--- src/rtl/game_referee.sv ---
// game_referee: round controller sitting after the player2 guess stage.
// Sequences IDLE -> ARMED -> PLAYING -> WON/LOST, and tracks lives, the
// inactivity timer, the attempt count and a saturating score.
module game_referee #(
  parameter int MAX_LIVES      = 3,
  parameter int TIMEOUT_CYCLES = 50000000,
  parameter int TIMER_W        = 26,
  parameter int SCORE_W        = 8
) (
  input  logic               clock,
  input  logic               resetn,
  input  logic               start,
  input  logic               p1_ready,
  input  logic [1:0]         correct,
  input  logic               complete,
  input  logic               read,
  output logic               p2_enable,
  output logic [2:0]         state,
  output logic [2:0]         lives,
  output logic [7:0]         attempts,
  output logic [SCORE_W-1:0] score,
  output logic               timeout,
  output logic               win,
  output logic               lose,
  output logic               err
);

  typedef enum logic [2:0] {
    S_IDLE    = 3'b000,
    S_ARMED   = 3'b001,
    S_PLAYING = 3'b010,
    S_WON     = 3'b011,
    S_LOST    = 3'b100
  } state_e;

  localparam logic [TIMER_W-1:0] TIMER_RELOAD = TIMER_W'(TIMEOUT_CYCLES - 1);
  localparam logic [TIMER_W-1:0] TIMER_ONE    = TIMER_W'(1);
  localparam logic [2:0]         LIVES_INIT   = 3'(MAX_LIVES);
  localparam logic [SCORE_W-1:0] SCORE_MAX    = {SCORE_W{1'b1}};

  localparam logic [1:0] V_NEUTRAL   = 2'b00;
  localparam logic [1:0] V_CORRECT   = 2'b01;
  localparam logic [1:0] V_INCORRECT = 2'b10;
  localparam logic [1:0] V_ILLEGAL   = 2'b11;

  state_e               state_q;
  logic [2:0]           lives_q;
  logic [7:0]           attempts_q;
  logic [SCORE_W-1:0]   score_q;
  logic [TIMER_W-1:0]   timer_q;
  logic                 prev_complete_q;
  logic                 timeout_q;
  logic                 win_q;
  logic                 lose_q;
  logic                 err_q;
  logic                 p2_enable_q;
  logic [SCORE_W-1:0]   score_win_d;

  // Saturating score update: score + 1 + remaining lives, clamped at all-ones.
  function automatic logic [SCORE_W-1:0] sat_score(input logic [SCORE_W-1:0] s,
                                                   input logic [2:0] l);
    logic [SCORE_W+3:0] sum;
    sum = {4'b0000, s} + {{(SCORE_W+1){1'b0}}, l} + (SCORE_W+4)'(1);
    if (sum > {4'b0000, SCORE_MAX}) begin
      return SCORE_MAX;
    end else begin
      return sum[SCORE_W-1:0];
    end
  endfunction

  // Score that a win on this cycle would commit.
  always_comb begin
    score_win_d = sat_score(score_q, lives_q);
  end

  // Round FSM together with lives, timer, attempts, score and status flags.
  always_ff @(posedge clock or negedge resetn) begin
    if (!resetn) begin
      state_q         <= S_IDLE;
      lives_q         <= 3'd0;
      attempts_q      <= 8'd0;
      score_q         <= {SCORE_W{1'b0}};
      timer_q         <= {TIMER_W{1'b0}};
      prev_complete_q <= 1'b0;
      timeout_q       <= 1'b0;
      win_q           <= 1'b0;
      lose_q          <= 1'b0;
      err_q           <= 1'b0;
      p2_enable_q     <= 1'b0;
    end else begin
      timeout_q <= 1'b0;
      case (state_q)
        S_IDLE: begin
          if (start) begin
            state_q    <= S_ARMED;
            lives_q    <= LIVES_INIT;
            attempts_q <= 8'd0;
          end
        end
        S_ARMED: begin
          if (p1_ready) begin
            state_q         <= S_PLAYING;
            timer_q         <= TIMER_RELOAD;
            prev_complete_q <= 1'b0;
            p2_enable_q     <= 1'b1;
          end
        end
        S_PLAYING: begin
          // Two consecutive high samples of complete are needed for a win.
          prev_complete_q <= complete;
          if (correct == V_ILLEGAL) begin
            err_q <= 1'b1;
          end
          if (read && (attempts_q != 8'hFF)) begin
            attempts_q <= attempts_q + 8'd1;
          end
          if (complete && prev_complete_q) begin
            state_q     <= S_WON;
            score_q     <= score_win_d;
            win_q       <= 1'b1;
            p2_enable_q <= 1'b0;
          end else if ((correct == V_INCORRECT) || (timer_q == {TIMER_W{1'b0}})) begin
            // A simultaneous INCORRECT and expiry costs only one life.
            timer_q   <= TIMER_RELOAD;
            timeout_q <= (timer_q == {TIMER_W{1'b0}});
            if (lives_q <= 3'd1) begin
              lives_q     <= 3'd0;
              state_q     <= S_LOST;
              lose_q      <= 1'b1;
              p2_enable_q <= 1'b0;
            end else begin
              lives_q <= lives_q - 3'd1;
            end
          end else if (correct == V_CORRECT) begin
            timer_q <= TIMER_RELOAD;
          end else begin
            // NEUTRAL, and the illegal code treated as NEUTRAL.
            timer_q <= timer_q - TIMER_ONE;
          end
        end
        S_WON, S_LOST: begin
          if (start) begin
            state_q    <= S_ARMED;
            lives_q    <= LIVES_INIT;
            attempts_q <= 8'd0;
            win_q      <= 1'b0;
            lose_q     <= 1'b0;
          end
        end
        default: begin
          state_q     <= S_IDLE;
          win_q       <= 1'b0;
          lose_q      <= 1'b0;
          p2_enable_q <= 1'b0;
        end
      endcase
    end
  end

  assign state     = state_q;
  assign lives     = lives_q;
  assign attempts  = attempts_q;
  assign score     = score_q;
  assign timeout   = timeout_q;
  assign win       = win_q;
  assign lose      = lose_q;
  assign err       = err_q;
  assign p2_enable = p2_enable_q;

endmodule

--- config.mk ---
export PLATFORM = sky130hd
export DESIGN_NAME = game_referee
export DESIGN_NICKNAME = d
export VERILOG_FILES = /design/src/rtl/game_referee.sv
export SDC_FILE = /design/constraint.sdc
export NUM_CORES = 1
export LEC_CHECK = 0
export ABC_AREA = 1
export BUFFER_PORTS_ARGS = -buffer_cell sky130_fd_sc_hd__buf_2
export CAP_MARGIN = 25
export CELL_PAD_IN_SITES_DETAIL_PLACEMENT = 1
export CELL_PAD_IN_SITES_GLOBAL_PLACEMENT = 2
export CORE_AREA = 5 5 104 106
export CTS_CLUSTER_DIAMETER = 150
export DETAILED_ROUTE_END_ITERATION = 6
export DIE_AREA = 0 0 109 111
export GPL_ROUTABILITY_DRIVEN = 0
export MAX_ROUTING_LAYER = met4
export PLACE_DENSITY_LB_ADDON = 0.1
export SETUP_SLACK_MARGIN = 0.05
export SYNTH_ARGS = -nofsm -noshare
export SYNTH_HDL_FRONTEND = slang
export SYNTH_SLANG_ARGS = --single-unit
export TNS_END_PERCENT = 20
--- constraint.sdc ---
create_clock -name clock -period 5.42 [get_ports clock]
set_input_delay 0 -clock clock [delete_from_list [all_inputs] [get_ports clock]]
set_output_delay 0 -clock clock [all_outputs]
set_load 0.02 [all_outputs]
### Word level (Yosys, flattened, before mapping)

Index checks and enable logic that the tools add are counted.

* word-level logic and storage cells: 95
* input bits: 8
* flip-flop bits (word level): 54
* output and inout bits: 27

* bitwise gates (word level): 2
* mux-type cells: 37
* add/subtract/negate cells: 5
* magnitude comparators: 2
* reductions and logical operators: 20
* eq/ne operators: 18

Operators with widths (count)
* 2-to-1 mux 26 bit: 4
* case mux 26 bit (2 select lines): 1
* 2-to-1 mux 3 bit: 9
* logical NOT 26 bit: 1
* subtractor 26 x 1 -> 26 bit (second input constant): 1
* 2-to-1 mux 8 bit: 3
* case mux 8 bit (2 select lines): 1
* != test 2 bit (second input constant): 7
* 2-to-1 mux 1 bit: 13
* AND reduction 4 bit: 3
* adder 9 x 1 -> 10 bit (second input constant): 1
* > comparator 10 x 8 -> 1 bit (second input constant): 1
* adder 8 x 3 -> 9 bit: 1
* case mux 1 bit (3 select lines): 3
* case mux 3 bit (3 select lines): 1
* AND reduction 3 bit: 3
* adder 8 x 1 -> 8 bit (second input constant): 1
* != test 8 bit (second input constant): 1
* equality test 3 x 2 -> 1 bit (second input constant): 2
* != test 3 bit (second input constant): 2
* case mux 3 bit (2 select lines): 1
* AND reduction 2 bit: 3
* AND reduction 5 bit: 1
* equality test 2 bit (second input constant): 2
* other kinds (14): 18

### Depth between registers and ports, before layout

* depth after elaboration: 5
* gate-level depth with buffers: 11
* gate-level depth less buffers: 11

### Worst setup path before layout

Ideal clock, no wire load.

* kind: reg2reg
* start point: register lives_q[0] (netlist: lives[0])
* end point: register score_q[3] (netlist: score[3])
* stages on the path, launching flop included: 9
* buffers on the path: 0
* library setup time: 0.083 ns
* period minus slack after synthesis: 1.963 ns
* arrival time: 1.881 ns
* path slack: 3.457 ns
* data required time: 5.337 ns
* cell sequence: dfrtp_1 inv_1 ha_1 fa_1 nor2_1 o21ai_0 nor4_1 nand2_1 o21ai_0

* word-level cells in the longest chain between the ends: 4

RTL lines
* start: declaration: line 47 `logic [2:0] lives_q;`
* start signal: assignment: line 132 `lives_q <= lives_q - 3'd1;`
* adder 8 x 3 -> 9 bit (*): line 63 `sum = {4'b0000, s} + {{(SCORE_W+1){1'b0}}, l} + (SCORE_W+4)'(1);`
* adder 9 x 1 -> 10 bit (*): line 63
* > comparator 10 x 8 -> 1 bit: line 64 `if (sum > {4'b0000, SCORE_MAX}) begin`
* 2-to-1 mux 8 bit (*): line 64
* end signal: assignment: line 82 `score_q <= {SCORE_W{1'b0}};`
* end signal: assignment: line 119 `score_q <= score_win_d;`
* end: declaration: line 49 `logic [SCORE_W-1:0] score_q;`

Every way passes the cells marked *; elsewhere a longest branch is shown, timed or not.
A chain may end at the register's enable or synchronous reset.

### Worst setup path in the final report

* start point: register state_q[2] (netlist: state[2])
* end point: register timer_q[16]

* word-level cells in the longest chain between the ends: 3
* elaborated cells between the ends (all ways): 7
* classes of those cells: 4 x eq/ne; 1 x mux; 2 x reduce/logical

RTL lines
* start: declaration: line 46 `state_e state_q;`
* start signal: assignment: line 79 `state_q <= S_IDLE;`
* start signal: assignment: line 95 `state_q <= S_ARMED;`
* start signal: assignment: line 102 `state_q <= S_PLAYING;`
* equality test 3 x 2 -> 1 bit or equality test 3 x 1 -> 1 bit (tied branches): line 92 `case (state_q)`
* != test 2 bit (no line) or nonzero test 2 bit (tied branches)
* AND reduction 3 bit (no line)
* end signal: assignment: line 83 `timer_q <= {TIMER_W{1'b0}};`
* end signal: assignment: line 138 `timer_q <= timer_q - TIMER_ONE;`
* end: declaration: line 50 `logic [TIMER_W-1:0] timer_q;`

Parallel ways exist; a longest one is shown, timed or not.

==> impl_results.rst <==
.. list-table::
   :header-rows: 1

   * - Metric
     - Value
   * - Worst EP required
     - ~5.7 ns
   * - Register cell area after layout
     - 1350 sq um
   * - Vertical die dimension
     - 111 microns
   * - Area added between synthesis and finish
     - 12.2%
   * - Worst slew slack as a fraction of its limit
     - just over 50%
   * - Avg Vias per Cell
     - 4.88
   * - Total global routing overflow
     - 0
   * - Initial antenna violation count
     - 0
   * - Sequential area share after synthesis
     - 39.6%
   * - Simple-gate share of the synthesized area
     - a little over two fifths
   * - Crit path cell chain
     - nor3_4 -> nand2_2 -> nand2_4 -> inv_4 -> nand2_2 -> inv_1 -> nor2_1
   * - Average wire length per cell after detail routing
     - around 15 microns
   * - Width of the die
     - roughly 110 microns
   * - Final HPWL DP
     - approximately 7300 microns
   * - Portion of the clock cycle consumed by the worst path in the final layout
     - a little under half
   * - Combinational cell fraction of total power
     - between 40% and 50%
   * - Clock skew after layout
     - between 0.01 and 0.015 ns
   * - Final core occ
     - 39.5%
   * - Clock slew at reported path FFs
     - 0.10 ns
   * - Clock period minus final worst setup slack
     - ~2.6 ns
   * - Number of flip-flops and latches in the synthesized netlist
     - 54
   * - Setup repair after global routing missed its margin
     - false
   * - Number of global-route vias before repair
     - roughly 3400
   * - Final Worst Setup Slack
     - between 2 and 3 ns
   * - Post-Syn Area per Cell
     - between 7 and 8 sq um
   * - Net count after synthesis
     - ~500
   * - Fraction of power consumed by the clock network
     - 15.5%
   * - Top cell family by delay on the critical path
     - simple AND/OR/NAND/NOR gates
   * - Clock latency of the later-clocked register in the worst-skew pair
     - 0.32 ns
   * - Peak supply drop
     - 0.000136 V
   * - Wirelength, routed
     - ~9600 microns
   * - First-pass GRT wire length
     - 16700 microns
   * - Data arrival at the endpoint of the critical path
     - ~2.8 ns
   * - Net count, final
     - 541
   * - Reg power frac
     - roughly 36%
   * - Area taken by multi-input logic gates
     - 1790 sq um
   * - Max Freq
     - around 390 MHz
   * - Post-detailed-route count of antenna-violating nets
     - 0
   * - CTS tree
     - done
   * - Mapped Cells
     - slightly below 500
   * - Fraction of final layout cells with drive strength greater than 1
     - 13.3%
   * - Unique cell type count in the Yosys netlist
     - 36
   * - Post-Syn Area
     - around 3400 sq um
   * - Worst Hold Class
     - in -> reg
   * - Number of max-cap violations
     - 0
   * - Number of buffer and inverter stages on the critical path
     - 2
   * - Via count
     - approximately 3200
   * - GRT Resource Usage Total
     - 17.6%
   * - Combinational family with the most area after synthesis
     - simple AND/OR/NAND/NOR gates
   * - N_diodes
     - 0
   * - Max incr delay on CP
     - 0.57 ns
   * - Library cell contributing the largest single delay on the critical path
     - sky130_fd_sc_hd__nor3_4
   * - Layout filler cell count
     - ~1300
   * - Total count of hold-check failures in the final report
     - 0
   * - Area of the die
     - ~12000 sq um
   * - Post-route DRC
     - 0
   * - I/O Pins
     - 35
   * - Arithmetic-cell share of the synthesized area counting full adders, half adders and majority gates
     - under 10%
   * - Number of warnings issued by yosys
     - 0
   * - DP Area
     - around 3700 sq um
   * - Post-place setup slack
     - roughly 2.8 ns
   * - Number of standard-cell rows in the floorplan
     - 36
   * - Clock H-tree levels
     - 2
   * - Post-CTS setup buffer count
     - 0
   * - Cell seen most often among critical-path stages
     - sky130_fd_sc_hd__nand2_2
   * - Area inside the core boundary
     - 9680 sq um
   * - Switching part of the total
     - 48.3%
   * - CP max FO
     - 23
   * - Total internal power
     - 817 uW
   * - Critical Setup Path Class
     - reg -> reg
   * - Number of detailed-routing iterations run before antenna repair
     - 4
   * - Leakage Power
     - approximately 0.0019 uW
   * - Outcome
     - completed
   * - Buffers from clock root to sink, at most
     - 2
   * - Kind of start point of the critical path
     - register
   * - Sort of element at the end of the critical path
     - register
   * - Number of buffers inserted during clock tree synthesis
     - 5
   * - Areal power density over the cells
     - between 400 and 500 nW/um^2
   * - Clock tree root driver cell
     - sky130_fd_sc_hd__clkbuf_8
   * - Final total power
     - around 1600 uW
   * - Clock sink total
     - 54
   * - Port Buffers
     - 34
   * - Xor/xnor share of the synthesized area
     - between 2 and 2.5%
   * - Share of the synthesized area in compound gates (AO/OA/AOI/OAI)
     - between 4 and 5%
   * - Slew at the pin closest to its max-slew limit
     - about 0.74 ns
   * - Switching power total
     - around 760 uW
   * - Number of max-slew violations in the final report
     - 0
   * - Drt initial violations
     - 175
   * - Share of cell area taken by muxes after synthesis
     - 0.294%
   * - Largest net degree at the start of global routing
     - 55
   * - Endpoints failing setup
     - 0
   * - Summed negative setup slack over all endpoints
     - 0 ns
   * - Fin area
     - ~3800 sq um
   * - Starting density of the core
     - about a third
## power groups by stage
stage / registers (uW) / clock network [uW] / logic, uW
2_1_floorplan: 624 / 0 / 524
3_3_place_gp: 568 / 0 / 765
4_1_cts: 566 / 263 / 791
6_report: 563 / 245 / 771
5_1_grt: 579 / 275 / 881
3_5_place_dp: 574 / 0 / 780
## registers in the layout, summed over array words and instances, names as in the netlist, 3 cells and up
name / flops
score: 8
timer_q: 26
lives: 3
state: 3
attempts: 8
## worst reg2reg max path, stage by stage, from the launching register on
cell	delay, ns
sky130_fd_sc_hd__dfrtp_1	0.49
sky130_fd_sc_hd__nor3_4	0.57
sky130_fd_sc_hd__nand2_2	0.34
sky130_fd_sc_hd__nand2_4	0.32
sky130_fd_sc_hd__inv_4	0.17
sky130_fd_sc_hd__nand2_2	0.33
sky130_fd_sc_hd__inv_1	0.15
sky130_fd_sc_hd__nor2_1	0.12
## path summary, 6_finish.rpt
check,from,end,slack [ns],cells after the start
hold reg to reg,p2_enable$_DFFE_PN0P_,p2_enable$_DFFE_PN0P_,0.48,2
max in group asynchronous,resetn,timer_q[7]$_DFFE_PN0P_,4.56,3
hold / removal,read,attempts[0]$_DFFE_PN0P_,0.04,3
setup reg to reg,state[2]$_DFFE_PN0P_,timer_q[16]$_DFFE_PN0P_,2.86,7
setup / recovery,state[2]$_DFFE_PN0P_,timer_q[16]$_DFFE_PN0P_,2.86,7
min in group asynchronous,resetn,attempts[2]$_DFFE_PN0P_,0.36,3
## synth_stat cells
master | count | area [sq um]
sky130_fd_sc_hd__nor2_1 | 73 | 274
sky130_fd_sc_hd__nand2_2 | 4 | 25.0
sky130_fd_sc_hd__nand3b_1 | 3 | 22.5
sky130_fd_sc_hd__nand3_1 | 53 | 265
sky130_fd_sc_hd__a21oi_1 | 4 | 20.0
sky130_fd_sc_hd__o21ai_1 | 3 | 15.0
sky130_fd_sc_hd__nand3_2 | 1 | 10.0
sky130_fd_sc_hd__inv_4 | 1 | 6.26
sky130_fd_sc_hd__buf_6 | 4 | 45.0
sky130_fd_sc_hd__nand2_1 | 148 | 556
sky130_fd_sc_hd__ha_1 | 8 | 100
sky130_fd_sc_hd__or2_2 | 2 | 12.5
sky130_fd_sc_hd__nor2_2 | 7 | 43.8
sky130_fd_sc_hd__nand4_1 | 15 | 93.8
sky130_fd_sc_hd__buf_2 | 2 | 10.0
sky130_fd_sc_hd__nor2_4 | 2 | 22.5
sky130_fd_sc_hd__o21ai_0 | 17 | 85.1
sky130_fd_sc_hd__a31o_2 | 1 | 8.76
sky130_fd_sc_hd__nor3b_1 | 1 | 7.51
sky130_fd_sc_hd__buf_4 | 1 | 7.51
sky130_fd_sc_hd__inv_1 | 48 | 180
sky130_fd_sc_hd__or2_1 | 1 | 6.26
sky130_fd_sc_hd__mux2i_1 | 1 | 10.0
sky130_fd_sc_hd__nor3_1 | 9 | 45.0
sky130_fd_sc_hd__o21ai_2 | 2 | 17.5
sky130_fd_sc_hd__fa_1 | 1 | 20.0
sky130_fd_sc_hd__xnor2_1 | 2 | 17.5
sky130_fd_sc_hd__a21oi_2 | 1 | 8.76
sky130_fd_sc_hd__xor2_1 | 6 | 52.6
sky130_fd_sc_hd__nor4_1 | 2 | 12.5
sky130_fd_sc_hd__nor3_4 | 1 | 16.3
sky130_fd_sc_hd__dfrtp_1 | 54 | 1350
sky130_fd_sc_hd__nand2_4 | 1 | 11.3
sky130_fd_sc_hd__o21bai_1 | 1 | 7.51
sky130_fd_sc_hd__inv_2 | 4 | 15.0
sky130_fd_sc_hd__or3_1 | 1 | 6.26
## kinds of logic after synthesis
kind of cell	Yosys count
AO/OA/AOI/OAI	29
XOR/XNOR	8
adder cells (fa/ha/maj)	9
buffers and inverters	60
flip-flops	54
multiplexers	1
AND/OR/NAND/NOR	324
## final cells by class
cell class	count	share of cell area (%)
Inverter	53	5.27
Tap cell	133	4.35
Clock inverter	2	0.327
Multi-Input combinational cell	371	46.9
Sequential cell	54	35.3
Clock buffer	6	2.16
Timing Repair Buffer	39	5.69
## layer usage
metal / vias to the layer above / part of all wire, % / track usage, % / wire (microns)
met1: 1541 / 48 / 22.3 / 4590
met4: 0 / 0.92 / 3.54 / 89
met3: 7 / 2.2 / 2.68 / 211
met2: 27 / 49 / 29.6 / 4750
met5: - / 0 / - / 0
li1: 1633 / - / - / -
## placed cells by master, fill, tap and decap left out, types with 7 or more instances in the layout
master,n
sky130_fd_sc_hd__o21ai_0,17
sky130_fd_sc_hd__nand3_1,53
sky130_fd_sc_hd__buf_2,34
sky130_fd_sc_hd__inv_1,48
sky130_fd_sc_hd__dfrtp_1,54
sky130_fd_sc_hd__ha_1,8
sky130_fd_sc_hd__nand4_1,15
sky130_fd_sc_hd__nor2_2,7
sky130_fd_sc_hd__nor3_1,9
sky130_fd_sc_hd__nor2_1,73
sky130_fd_sc_hd__nand2_1,148
## timing repair
action	CTS	global route
hold endpoints to repair	56	0
gates resized for setup	0	0
hold buffers	4	0
## stage by stage
step | hold WS [ns] | cells
2_1_floorplan | -0.296 | 485
3_3_place_gp | 0.202 | 646
6_report | 0.0412 | 658
5_1_grt | 0.0523 | 658
3_5_place_dp | 0.207 | 646
4_1_cts | 0.0299 | 658
Note: power is estimated with default switching activity, not from simulation.
